File: src/rtl/avalon_pkg.sv
// avalon_pkg: shared Avalon bus device map, master FSM states and request record
package avalon_pkg;
   localparam int BUS_AW = 16;
   localparam int BUS_DW = 16;
   localparam logic [3:0] DEV_MEM = 4'h0;
   localparam logic [3:0] DEV_FP = 4'h1;
   typedef enum logic [1:0] {IDLE, REQ, RDLAT, RESP} bm_state_t;
   typedef struct packed {
      logic              write;
      logic [BUS_AW-1:0] addr;
      logic [BUS_DW-1:0] wdata;
   } bm_req_t;
endpackage

File: src/rtl/avalon_bus_master.sv
// avalon_bus_master: single-outstanding load/store initiator for the Avalon bus; BUS_TIMEOUT_EN enables the Waitreq timeout abort
module avalon_bus_master
   import avalon_pkg::*;
#(
   parameter int ADDR_W         = BUS_AW,
   parameter int DATA_W         = BUS_DW,
   parameter int READ_LATENCY   = 1,
   parameter int TIMEOUT_CYCLES = 255
) (
   input  logic              Clock,
   input  logic              Resetn,
   input  logic              req_valid,
   input  logic              req_write,
   input  logic [ADDR_W-1:0] req_addr,
   input  logic [DATA_W-1:0] req_wdata,
   output logic              req_ready,
   output logic              resp_valid,
   output logic [DATA_W-1:0] resp_rdata,
   output logic              resp_err,
   output logic              Busy,
   output logic [ADDR_W-1:0] DataAddr,
   output logic [DATA_W-1:0] BusIn,
   output logic              ReadData,
   output logic              WriteData,
   input  logic [DATA_W-1:0] BusOut,
   input  logic              Waitreq
);
   bm_state_t         state_q, state_d;
   bm_req_t           req_q, req_d;
   logic [1:0]        lat_q, lat_d;
   logic [DATA_W-1:0] rdata_q, rdata_d;
   logic              err_q, err_d;
   logic              strobe;
`ifdef BUS_TIMEOUT_EN
   logic [7:0]        to_q, to_d;
   always_ff @(posedge Clock or negedge Resetn)
      if (!Resetn) to_q <= '0;
      else to_q <= to_d;
`endif
   always_ff @(posedge Clock or negedge Resetn) begin
      if (!Resetn) begin
         state_q <= IDLE;
         req_q   <= '0;
         lat_q   <= '0;
         rdata_q <= '0;
         err_q   <= 1'b0;
      end else begin
         state_q <= state_d;
         req_q   <= req_d;
         lat_q   <= lat_d;
         rdata_q <= rdata_d;
         err_q   <= err_d;
      end
   end
   always_comb begin
      state_d = state_q;
      req_d   = req_q;
      lat_d   = lat_q;
      rdata_d = rdata_q;
      err_d   = err_q;
`ifdef BUS_TIMEOUT_EN
      to_d    = to_q;
`endif
      case (state_q)
         IDLE: if (req_valid) begin
            req_d   = '{write: req_write, addr: req_addr, wdata: req_wdata};
            rdata_d = '0;
            err_d   = 1'b0;
`ifdef BUS_TIMEOUT_EN
            to_d    = '0;
`endif
            state_d = REQ;
         end
         REQ: if (!Waitreq) begin
            if (req_q.write) state_d = RESP;
            else if (READ_LATENCY == 0) begin
               rdata_d = BusOut;
               state_d = RESP;
            end else begin
               lat_d   = 2'(READ_LATENCY);
               state_d = RDLAT;
            end
         end
`ifdef BUS_TIMEOUT_EN
         else if (to_q == 8'(TIMEOUT_CYCLES - 1)) begin
            err_d   = 1'b1;
            state_d = RESP;
         end else to_d = to_q + 8'd1;
`endif
         RDLAT: begin
            lat_d = lat_q - 2'd1;
            if (lat_q == 2'd1) begin
               rdata_d = BusOut;
               state_d = RESP;
            end
         end
         default: state_d = IDLE;
      endcase
   end
   assign strobe     = state_q == REQ;
   assign req_ready  = state_q == IDLE;
   assign Busy       = state_q != IDLE;
   assign ReadData   = strobe & ~req_q.write;
   assign WriteData  = strobe & req_q.write;
   assign DataAddr   = strobe ? req_q.addr : '0;
   assign BusIn      = strobe ? req_q.wdata : '0;
   assign resp_valid = state_q == RESP;
   assign resp_rdata = rdata_q;
`ifdef BUS_TIMEOUT_EN
   assign resp_err   = err_q;
`else
   // err_q can never be set without the timeout; the limit is kept for a uniform parameter list
   logic unused_timeout;
   assign unused_timeout = err_q ^ (^TIMEOUT_CYCLES);
   assign resp_err   = 1'b0;
`endif
endmodule

File: config.mk
export PLATFORM = sky130hd
export DESIGN_NAME = avalon_bus_master
export DESIGN_NICKNAME = d
export VERILOG_FILES = /design/src/rtl/avalon_pkg.sv /design/src/rtl/avalon_bus_master.sv
export SDC_FILE = /design/constraint.sdc
export NUM_CORES = 1
export LEC_CHECK = 0
export BUFFER_PORTS_ARGS = -buffer_cell sky130_fd_sc_hd__buf_4
export CORE_AREA = 2 2 90 83
export DETAILED_ROUTE_END_ITERATION = 8
export DIE_AREA = 0 0 92 85
export HOLD_SLACK_MARGIN = 0.02
export PLACE_DENSITY = 0.72
export SYNTH_ARGS = -nofsm -noshare
export SYNTH_HDL_FRONTEND = slang
export SYNTH_SLANG_ARGS = --single-unit
File: constraint.sdc
create_clock -name Clock -period 3 [get_ports Clock]
set_clock_uncertainty 0.05 [all_clocks]
set_input_delay 0.3 -clock Clock [delete_from_list [all_inputs] [get_ports Clock]]
set_output_delay 0.3 -clock Clock [all_outputs]
set_load 0.005 [all_outputs]
Word level (Yosys, flattened, before mapping)
Index checks and enable logic that the tools add are counted.
{"block": "totals", "ff_bits": 53, "inputBits": 53, "out_inout_bits": 54, "wordCells": 39}
{"block": "op_classes", "n_addsub": 1, "eq_ne": 8, "muxes": 13, "bitwise": 3, "n_reduce_logical": 8}
{"op": "$mux 16", "count": 4}
{"op": "$pmux 16 s2", "count": 1}
{"op": "$mux 2", "count": 5}
{"op": "$reduce_and 3->1", "count": 3}
{"op": "$ne 2x2->1 const B", "count": 4}
{"op": "$pmux 2 s3", "count": 1}
{"op": "$reduce_bool 2->1", "count": 3}
{"op": "$eq 2x1->1 const B", "count": 2}
{"op": "$eq 2x2->1 const B", "count": 2}
{"op": "$pmux 2 s2", "count": 1}
{"op": "$and 1x1->1", "count": 2}
{"op": "$logic_not 2->1", "count": 1}
{"op": "$reduce_and 2->1", "count": 1}
{"op": "$sub 2x1->2 const B", "count": 1}
{"op": "$mux 1", "count": 1}
{"op": "$not 1->1", "count": 1}

Longest topological paths before layout
Gate-level depths: netlist of run 1.
{"block": "logic_depth", "depth_word": 3, "depth_mapped": 7, "depth_no_buf": 5}

Least setup slack after synthesis of run 1
Ideal clock, no wire load.
{"block": "synth_timing", "kind": "register to register", "start": "register state_q[0]", "end": "register rdata_q[10], in the netlist resp_rdata[10]", "setup_time_ns": 0.121, "t_arrival_ns": 1.469, "t_required_ns": 2.829, "setup_slack_ns": 1.360, "path_stages_with_launch": 8, "path_buffers": 2, "period_less_slack_ns": 1.640, "cell_sequence": "dfrtp_1 inv_1 ha_1 nand2b_2 and3_4 buf_6 buf_8 a22o_1"}
{"block": "synth_via", "elab_chain_cells": 3, "elab_cells_between_ends": 7, "classes_between": "3 x eq/ne; 1 x mux; 3 x reduce/logical"}
{"item": "start, declared", "line": "avalon_bus_master.sv:28", "text": "bm_state_t state_q, state_d;"}
{"item": "start signal, assigned", "line": "avalon_bus_master.sv:48", "text": "state_q <= state_d;"}
{"item": "$logic_not 2->1 (*)"}
{"item": "named net req_ready", "line": "avalon_bus_master.sv:16", "text": "output logic req_ready,"}
{"item": "$ne 2x2->1 (no line) / $reduce_bool 2->1 (equally long branches)"}
{"item": "$reduce_and 3->1 (no line)"}
{"item": "end signal, assigned", "line": "avalon_bus_master.sv:51", "text": "rdata_q <= rdata_d;"}
{"item": "end, declared", "line": "avalon_bus_master.sv:31", "text": "logic [DATA_W-1:0] rdata_q, rdata_d;"}
The timed path passes the listed nets; every way through them passes the cells marked *.
A chain may end at the register's enable or synchronous reset.

Final worst setup path of run 1
{"block": "layout_timing", "start": "register state_q[1]", "end": "output port DataAddr[13]"}
{"block": "layout_via", "elab_chain_cells": 2}
{"item": "$eq 2x1->1", "line": "avalon_bus_master.sv:100", "text": "assign strobe = state_q == REQ;"}
{"item": "$mux 16", "line": "avalon_bus_master.sv:105", "text": "assign DataAddr = strobe ? req_q.addr : '0;"}
{"item": "end, declared", "line": "avalon_bus_master.sv:21", "text": "output logic [ADDR_W-1:0] DataAddr,"}
No other way between the ends.

==> flow_summary.ini, run 1 <==
[floorplanning]
fp.dieArea_um2 = 7820
core_area_um2 = 6894
io_pins = 107
initial_core_util = 0.3412
rows = 29
die_h_um = 85
dieWidth_um = 92

[synthesis]
synth_top_cells_by_count = 53 x dfrtp_1, 35 x mux2_2, 33 x and2_1
synth.distinct_cells = 27
synth-edff-count = 0
synthCells = 175
syn_area_per_cell_um2 = 13.44
ys_seq_area_frac = 0.5638
synthTopCellsByArea = dfrtp_1 56%, mux2_2 17%, and2_1 8.8%
yosysMostFrequentCell = dfrtp_1
yosysTopAreaCell = dfrtp_1
yosys_warnings = 0
synth_area_um2 = 2352
synth_flop_cell = dfrtp_1
netlist.area_leader.share = 0.5638
synth_nets = 235
ys_seq_elements = 53
ys_async_sr_fraction = 1.000

[grt]
grt_pass1_wl_mm = 7.886
grt_max_degree = 54
grt_pass1_vias = 1690
grt_antenna_before_repair = 0
overflow = 0
grtUsageTotal = 0.1248

[place]
gp_congestion = 0.6882
dp_hpwl_mm = 3.475
place_inst = 363
portBuffers = 105

[route]
wl_mm = 4.900
avgViaCountPerCell = 4.551
wl_per_cell_um = 13.17
first_pass_iters = 3
drt_iter0_drc = 31
antenna_left = 0
drc = 0
vias = 1693

[pwr]
power_frac_clock = 0.136
p_int_uw = 2005
peakVddDrop_mv = 0.3260
p_seq_frac = 0.403
swShare = 0.3197
p_leak_uw = 0.001640
p_switching_uw = 942.3
pwr-share-comb = 0.461
power_density_nw_per_um2 = 895.1

[critical_path]
slowest_stage = ha_1
path_cells = inv_1 -> ha_1 -> and2_1 -> buf_4
r2r-start = state_q[0]
worstReg2RegEnd = req_q[24]
start_kind = register
critPathMaxStageDelay_ns = 0.80
cp-end-kind = output pin
reg2reg_depth = 4
reg2reg_slack_ns = 0.96
worstPathMaxFanout = 34
crit_required_ns = 2.65
crit_type = register to output pin
crit_arrival_ns = 2.04

[timing]
post-route-min-period_ns = 2.386
min_period_over_period = 0.7952
finalHoldViolCount = 0
rsz0062_at_grt = no
drv_slew = 0
holdWs_ns = 0.1667
slew_headroom = 0.3503
finalSetupViolations = 0
max_freq_mhz = 419.2
tns_ns = 0
worst_slew_pin_slew_ns = 0.9746

[clocking]
ctsResizeCount = 0
cts-root-buf = clkbuf_8
clk_path_buf_depth = 2
cts.reportedPaths.clkPinSlew_ns = 0.09
insertion_delay_ns = 0.30
cts_max_level = 2
clock_sinks = 53
cts_tree = yes
cts_buffers = 5

[hold_path]
hold_path_end = resp_rdata[8]
hp-class = primary input to register
min_from = BusOut[8]
min_path_cells = 2

[final_layout]
nets = 338
drive_gt1_frac = 0.5663
nFillCells = 661
insertedDiodeCount = 0
area_growth_pct = 40.00
final_cells = 372

[job]
drv_cap = 0

[outcome]
status = complete, no violations
==> metal layers <==
layer / part of all wire / vias to the layer above / GRT usage
li1: - / 800 / -
met1: 0.44 / 815 / 0.1553
met2: 0.47 / 73 / 0.2092
met3: 0.084 / 5 / 0.04263
met4: 0.0069 / 0 / 0.03256
met5: 0 / - / 0
==> placed cells by master, fill, tap and decap left out, types with 2 or more instances in the layout <==
cell,Yosys,routed
a22o_1,10,10
a22o_2,6,6
and2_1,33,33
buf_4,1,105
clkbuf_8,0,5
clkinvlp_4,0,3
dfrtp_1,53,53
ha_1,7,7
inv_1,5,5
mux2_2,35,35
o21ai_0,2,2
==> sequential cells by signal (all words and copies together) (netlist names) <==
name,flops
req_q,33
lat_q,2
resp_rdata,16
state_q,2
==> worst max-delay path by stage <==
stage | start | end | slack (ns) | cells after the start
2_1_floorplan | state_q[0] | resp_rdata[10] | 1.36 | 7
3_3_place_gp | state_q[1] | DataAddr[5] | 0.95 | 4
3_5_place_dp | state_q[1] | DataAddr[13] | 0.90 | 4
4_1_cts | state_q[1] | DataAddr[13] | 0.54 | 4
5_1_grt | state_q[1] | DataAddr[13] | 0.41 | 4
6_report | state_q[1] | DataAddr[13] | 0.61 | 4
==> per-stage QoR <==
stage / total power [µW] / cell area, µm² / worst slack (ns) / utilization
floorplan: 2032 / 2352 / 1.360 / -
global placement: 2548 / 3192 / 0.9469 / 0.4630
detailed placement: 2583 / 3192 / 0.8961 / 0.4630
CTS: 3004 / 3293 / 0.5411 / 0.4777
global route: 3171 / 3293 / 0.4096 / 0.4777
finish: 2948 / 3293 / 0.6143 / 0.4777
==> power by group through the flow <==
stage	Sequential [µW]	Clock, µW	Combinational (µW)
after global placement	1190	0	1360
final	1190	401	1360
after floorplan	1170	0	867
after CTS	1190	428	1390
after global routing	1230	446	1490
after detailed placement	1200	0	1380
==> cell families after synthesis <==
family,after synthesis,share of synthesized area
DFF,53,0.5638
and+or+nand+nor,42,0.1122
muxes,35,0.1676
AOI/OAI and AO/OA,22,0.08191
buffers and inverters,15,0.03564
adders and majority gates,7,0.03723
other,1,0.001594
==> worst max-delay path: cells and delay by family, from the launching register on <==
kind	cells	cell delay [ns]
buf+inv	2	0.23
fa+ha+maj	1	0.80
flops	1	0.43
simple gates	1	0.27
==> cell type report <==
class | instances | area [µm²] | area share
clock buffer | 5 | 68.82 | 0.02090
clock inverter | 3 | 22.52 | 0.006839
inverter | 5 | 18.77 | 0.005699
multi-input combinational | 107 | 942.2 | 0.2861
sequential | 53 | 1326 | 0.4027
tap | 93 | 116.4 | 0.03533
timing repair buffer | 106 | 798.3 | 0.2424
==> timing repair <==
action,in CTS,in global routing
hold buffers,1,0
setup buffers,0,0
endpoints found under the hold margin,53,0
setup endpoints to repair,0,0
Power figures use the tool's default switching activity.
==> run 2, diff against run 1 <==
==> constraint.sdc (replaced) <==
create_clock -name Clock -period 2.25 [get_ports Clock]
set_clock_uncertainty 0.05 [all_clocks]
set_input_delay 0.225 -clock Clock [delete_from_list [all_inputs] [get_ports Clock]]
set_output_delay 0.225 -clock Clock [all_outputs]
set_load 0.005 [all_outputs]
==> run 2 against run 1 <==
Compared with the run above:
- sequential power grew 34%
- sequential share of layout area shrank 0.39 points
- flip-flop and latch count is the same
- die area is the same
- first-iteration DRC count grew 35%
- critical path type unchanged
==> flow_summary.ini, run 2 (same netlist as run 1, synthesis figures left out) <==
[timing]
drv_slew = 0
slew_headroom = 0.5379
post-route-min-period_ns = 1.828
min_period_over_period = 0.8124
tns_ns = 0
max_freq_mhz = 547.1
finalHoldViolCount = 0
worst_slew_pin_slew_ns = 0.6912
rsz0062_at_grt = no
finalSetupViolations = 0

[critical_path]
critPathMaxStageDelay_ns = 0.43
crit_type = register to output pin
crit_buf_inv = 3
reg2reg_slack_ns = 0.46
start_kind = register
crit_required_ns = 1.98
path_cells = inv_1 -> ha_1 -> buf_4 -> and2_1 -> buf_4
crit_path_frequent_cell = buf_4
crit_arrival_ns = 1.55
cp_top_family = flip-flops
cp-end-kind = output pin
slowest_stage = dfrtp_1
worstPathMaxFanout = 19

[final_layout]
area_growth_pct = 41.38
drive_gt1_frac = 0.5724
nets = 342
fin_util = 0.4824
insertedDiodeCount = 0
regMostFlops = req_q
nFillCells = 670
layout_commonest_cell = buf_4
largest_register_ffs = 33
final_cell_mix = 109 x buf_4, 53 x dfrtp_1, 35 x mux2_2

[route]
first_pass_iters = 2
route.met3.wl_um = 348
antenna_left = 0
wl_per_cell_um = 13.21
drt_iter0_drc = 42
avgViaCountPerCell = 4.503
highest_layer = met4
met2WireLength_mm = 2.202
drc = 0
vias = 1693
met1_length_mm = 2.376
wl_mm = 4.966

[place]
gp_congestion = 0.6667
dp_hpwl_mm = 3.580
portBuffers = 105

[job]
drv_cap = 0

[grt]
overflow = 0
grt_pass1_wl_mm = 7.969
grt_pass1_vias = 1686
grt_max_degree = 54
grtUsageTotal = 0.1276
grt_antenna_before_repair = 0

[clocking]
insertion_delay_ns = 0.31
cts_max_level = 2
clk_path_buf_depth = 2
cts-root-buf = clkbuf_8
cts_buffers = 5
cts.reportedPaths.clkPinSlew_ns = 0.10
clock_sinks = 53
cts_tree = yes

[pwr]
power_density_nw_per_um2 = 1197
peakVddDrop_mv = 0.4985
p_leak_uw = 0.001668

[floorplanning]
initial_core_util = 0.3412
io_pins = 107
rows = 29
core_area_um2 = 6894
die_h_um = 85
dieWidth_um = 92
fp.dieArea_um2 = 7820

[outcome]
status = complete, no violations

[hold_path]
hp-class = primary input to register
==> run 2: report_power, final <==
group | switching, µW | total [µW] | internal [µW] | leakage [µW]
logic | 736 | 1840 | 1110 | 0.000972
clock network | 326 | 551 | 225 | 0.0000447
registers | 208 | 1590 | 1380 | 0.000651
total | 1270 | 3980 | 2710 | 0.00167
==> run 2: worst paths after layout <==
path / to / cells after the start / from
setup / recovery: BusIn[1] / 5 / state_q[1]
hold / removal: resp_rdata[0] / 2 / BusOut[0]
setup reg to reg: resp_rdata[9] / 4 / state_q[0]
hold reg to reg: req_q[6] / 1 / req_q[6]
max in group asynchronous: req_q[6] / 2 / Resetn
min in group asynchronous: resp_rdata[0] / 2 / Resetn
==> run 2: routing by layer <==
layer	track usage	vias up
met4	0.03664	0
met2	0.1999	71
met3	0.03730	5
met1	0.1735	811
li1	-	806
met5	0	-
==> run 2: cell type report <==
| class | instances | area, µm² | share of cell area |
|---|---|---|---|
| sequential | 53 | 1326 | 0.3988 |
| multi-input combinational | 107 | 942.2 | 0.2833 |
| timing repair buffer | 110 | 828.3 | 0.2491 |
| tap | 93 | 116.4 | 0.03499 |
| clock buffer | 5 | 68.82 | 0.02069 |
| clock inverter | 3 | 25.02 | 0.007524 |
| inverter | 5 | 18.77 | 0.005643 |
==> run 2: stage by stage <==
stage	cells	cell area [µm²]	hold slack [ns]	setup slack, ns	total power (µW)
after floorplan	175	2352	-0.1206	0.6099	2710
after global placement	367	3222	0.2544	0.5466	3419
after detailed placement	367	3222	0.2602	0.4715	3480
after CTS	376	3326	0.06658	0.3964	4054
after global routing	376	3326	0.06102	0.2184	4304
final	376	3326	0.08160	0.4221	3980
==> run 2: what timing repair did <==
action                                  CTS  global route
endpoints found under the hold margin    53             0
setup buffers                             0             0
hold buffers                              1             0
endpoints found under the setup margin    0             0
resized for setup                         0             0
==> run 3, diff against run 2 <==
==> constraint.sdc (replaced) <==
create_clock -name Clock -period 1.8 [get_ports Clock]
set_clock_uncertainty 0.05 [all_clocks]
set_input_delay 0.18 -clock Clock [delete_from_list [all_inputs] [get_ports Clock]]
set_output_delay 0.18 -clock Clock [all_outputs]
set_load 0.005 [all_outputs]
==> run 3 against run 2 <==
Compared with the run above:
- sequential share of layout area is 0.71 points lower
- utilization increased by 0.87 points
- total power up 29%
- setup slack worse by 0.31 ns
- flip-flop and latch count unchanged
- largest cell class unchanged
- largest power group unchanged
==> flow_summary.ini, run 3 (same netlist as run 1, synthesis figures left out) <==
[outcome]
status = complete, no violations

[floorplanning]
die_h_um = 85
core_area_um2 = 6894
fp.dieArea_um2 = 7820
io_pins = 107
dieWidth_um = 92
rows = 29
initial_core_util = 0.3412

[critical_path]
path_cells = buf_4 -> ha_4 -> buf_8 -> and2_1 -> buf_4
worstReg2RegEnd = resp_rdata[15]
reg2reg_slack_ns = 0.14
crit_type = register to output pin
slowest_stage = dfrtp_1
worstPathMaxFanout = 19
crit_buf_inv = 3
critPathMaxStageDelay_ns = 0.39
cp-end-kind = output pin
critPathCapture = BusIn[1]
cp_top_family = buffers and inverters
startpoint = state_q[0]
reg2reg_depth = 6
start_kind = register
crit_path_frequent_cell = buf_4
crit_arrival_ns = 1.46
crit_required_ns = 1.57
r2r-start = state_q[1]
cp.depth = 5

[hold_path]
min_from = BusOut[10]
hp-class = primary input to register
min_path_cells = 2

[final_layout]
nFillCells = 630
insertedDiodeCount = 0
final_cells = 379
regMostFlops = req_q
drive_gt1_frac = 0.5804
area_growth_pct = 43.94
nets = 345
largest_register_ffs = 33
final_cell_mix = 109 x buf_4, 53 x dfrtp_1, 35 x mux2_2
layout_commonest_cell = buf_4

[timing]
finalHoldViolCount = 0
rsz0062_at_grt = no
tns_ns = 0
finalSetupViolations = 0
worst_slew_pin_slew_ns = 0.6556
post-route-min-period_ns = 1.688
max_freq_mhz = 592.4
slew_headroom = 0.5630
min_period_over_period = 0.9378
drv_slew = 0

[route]
drc = 0
first_pass_iters = 4
antenna_left = 0
wl_mm = 4.954
drt_iter0_drc = 53
vias = 1700
avgViaCountPerCell = 4.485
wl_per_cell_um = 13.07

[grt]
grt_antenna_before_repair = 0
grt_max_degree = 54
grt_pass1_vias = 1685
grtUsageTotal = 0.1275
overflow = 0
grt_pass1_wl_mm = 7.921

[clocking]
cts_max_level = 2
cts-root-buf = clkbuf_8
clk_path_buf_depth = 2
cts.reportedPaths.clkPinSlew_ns = 0.10
clock_sinks = 53
insertion_delay_ns = 0.30
cts_buffers = 5
cts_tree = yes

[pwr]
total_power_uw = 5116
power_density_nw_per_um2 = 1511
p_leak_uw = 0.001695
peakVddDrop_mv = 0.5607

[place]
place_inst = 369
gp_congestion = 0.6566
portBuffers = 105
dp_hpwl_mm = 3.646

[job]
drv_cap = 0
==> run 3: changes by cell type in the layout (fill, tap and decap cells not counted) <==
cell / before / now
buf_12: 0 / 1
buf_6: 0 / 1
buf_8: 0 / 1
clkinv_4: 1 / 2
clkinvlp_4: 1 / 0
ha_1: 7 / 6
ha_4: 0 / 1
==> run 3: layout make-up <==
class                           instances  area [µm²]  area share
Clock buffer                            5       68.82     0.02033
Clock inverter                          3       26.28    0.007761
Tap cell                               93       116.4     0.03437
Sequential cell                        53        1326      0.3917
Inverter                                5       18.77    0.005543
Multi-Input combinational cell        107       954.7      0.2820
Timing Repair Buffer                  113       874.6      0.2583
==> run 3: worst min path at each step <==
stage,slack (ns),endpoint
floorplan,-0.17,lat_q[0]
global placement,0.20,resp_rdata[2]
detailed placement,0.21,resp_rdata[2]
CTS,0.03,resp_rdata[2]
global route,0.03,req_q[11]
finish,0.04,resp_rdata[10]
==> run 3: what timing repair did <==
item,CTS,global route
setup endpoints to repair,20,28
endpoints found under the hold margin,53,0
gates cloned,0,0
resized for setup,3,2
hold buffers,1,0
setup buffers,0,1
==> run 3: per-layer routing <==
metal  wire, µm  share of wire  up-vias  track usage
li1           -              -      816            -
met1       2208           0.45      808       0.1642
met2       2317           0.47       71       0.2079
met3        378          0.076        5      0.03819
met4         51          0.010        0      0.04071
met5          0              0        -            0
==> run 3: report_power, final <==
group	internal (µW)	switching, µW	total, µW	leakage (µW)
combinational	1490	971	2460	0.000996
sequential	1720	240	1960	0.000651
clock	284	409	694	0.0000487
total	3500	1620	5120	0.00169
==> run 3: through the flow <==
step,area [µm²],worst slack (ns),util,hold WS (ns)
after floorplan,2352,0.1599,-,-0.1656
after global placement,3249,0.1998,0.4713,0.2049
after detailed placement,3249,0.1359,0.4713,0.2140
after CTS,3364,0.03085,0.4880,0.02999
after global routing,3386,0.02603,0.4911,0.02792
final,3386,0.1119,0.4911,0.04401
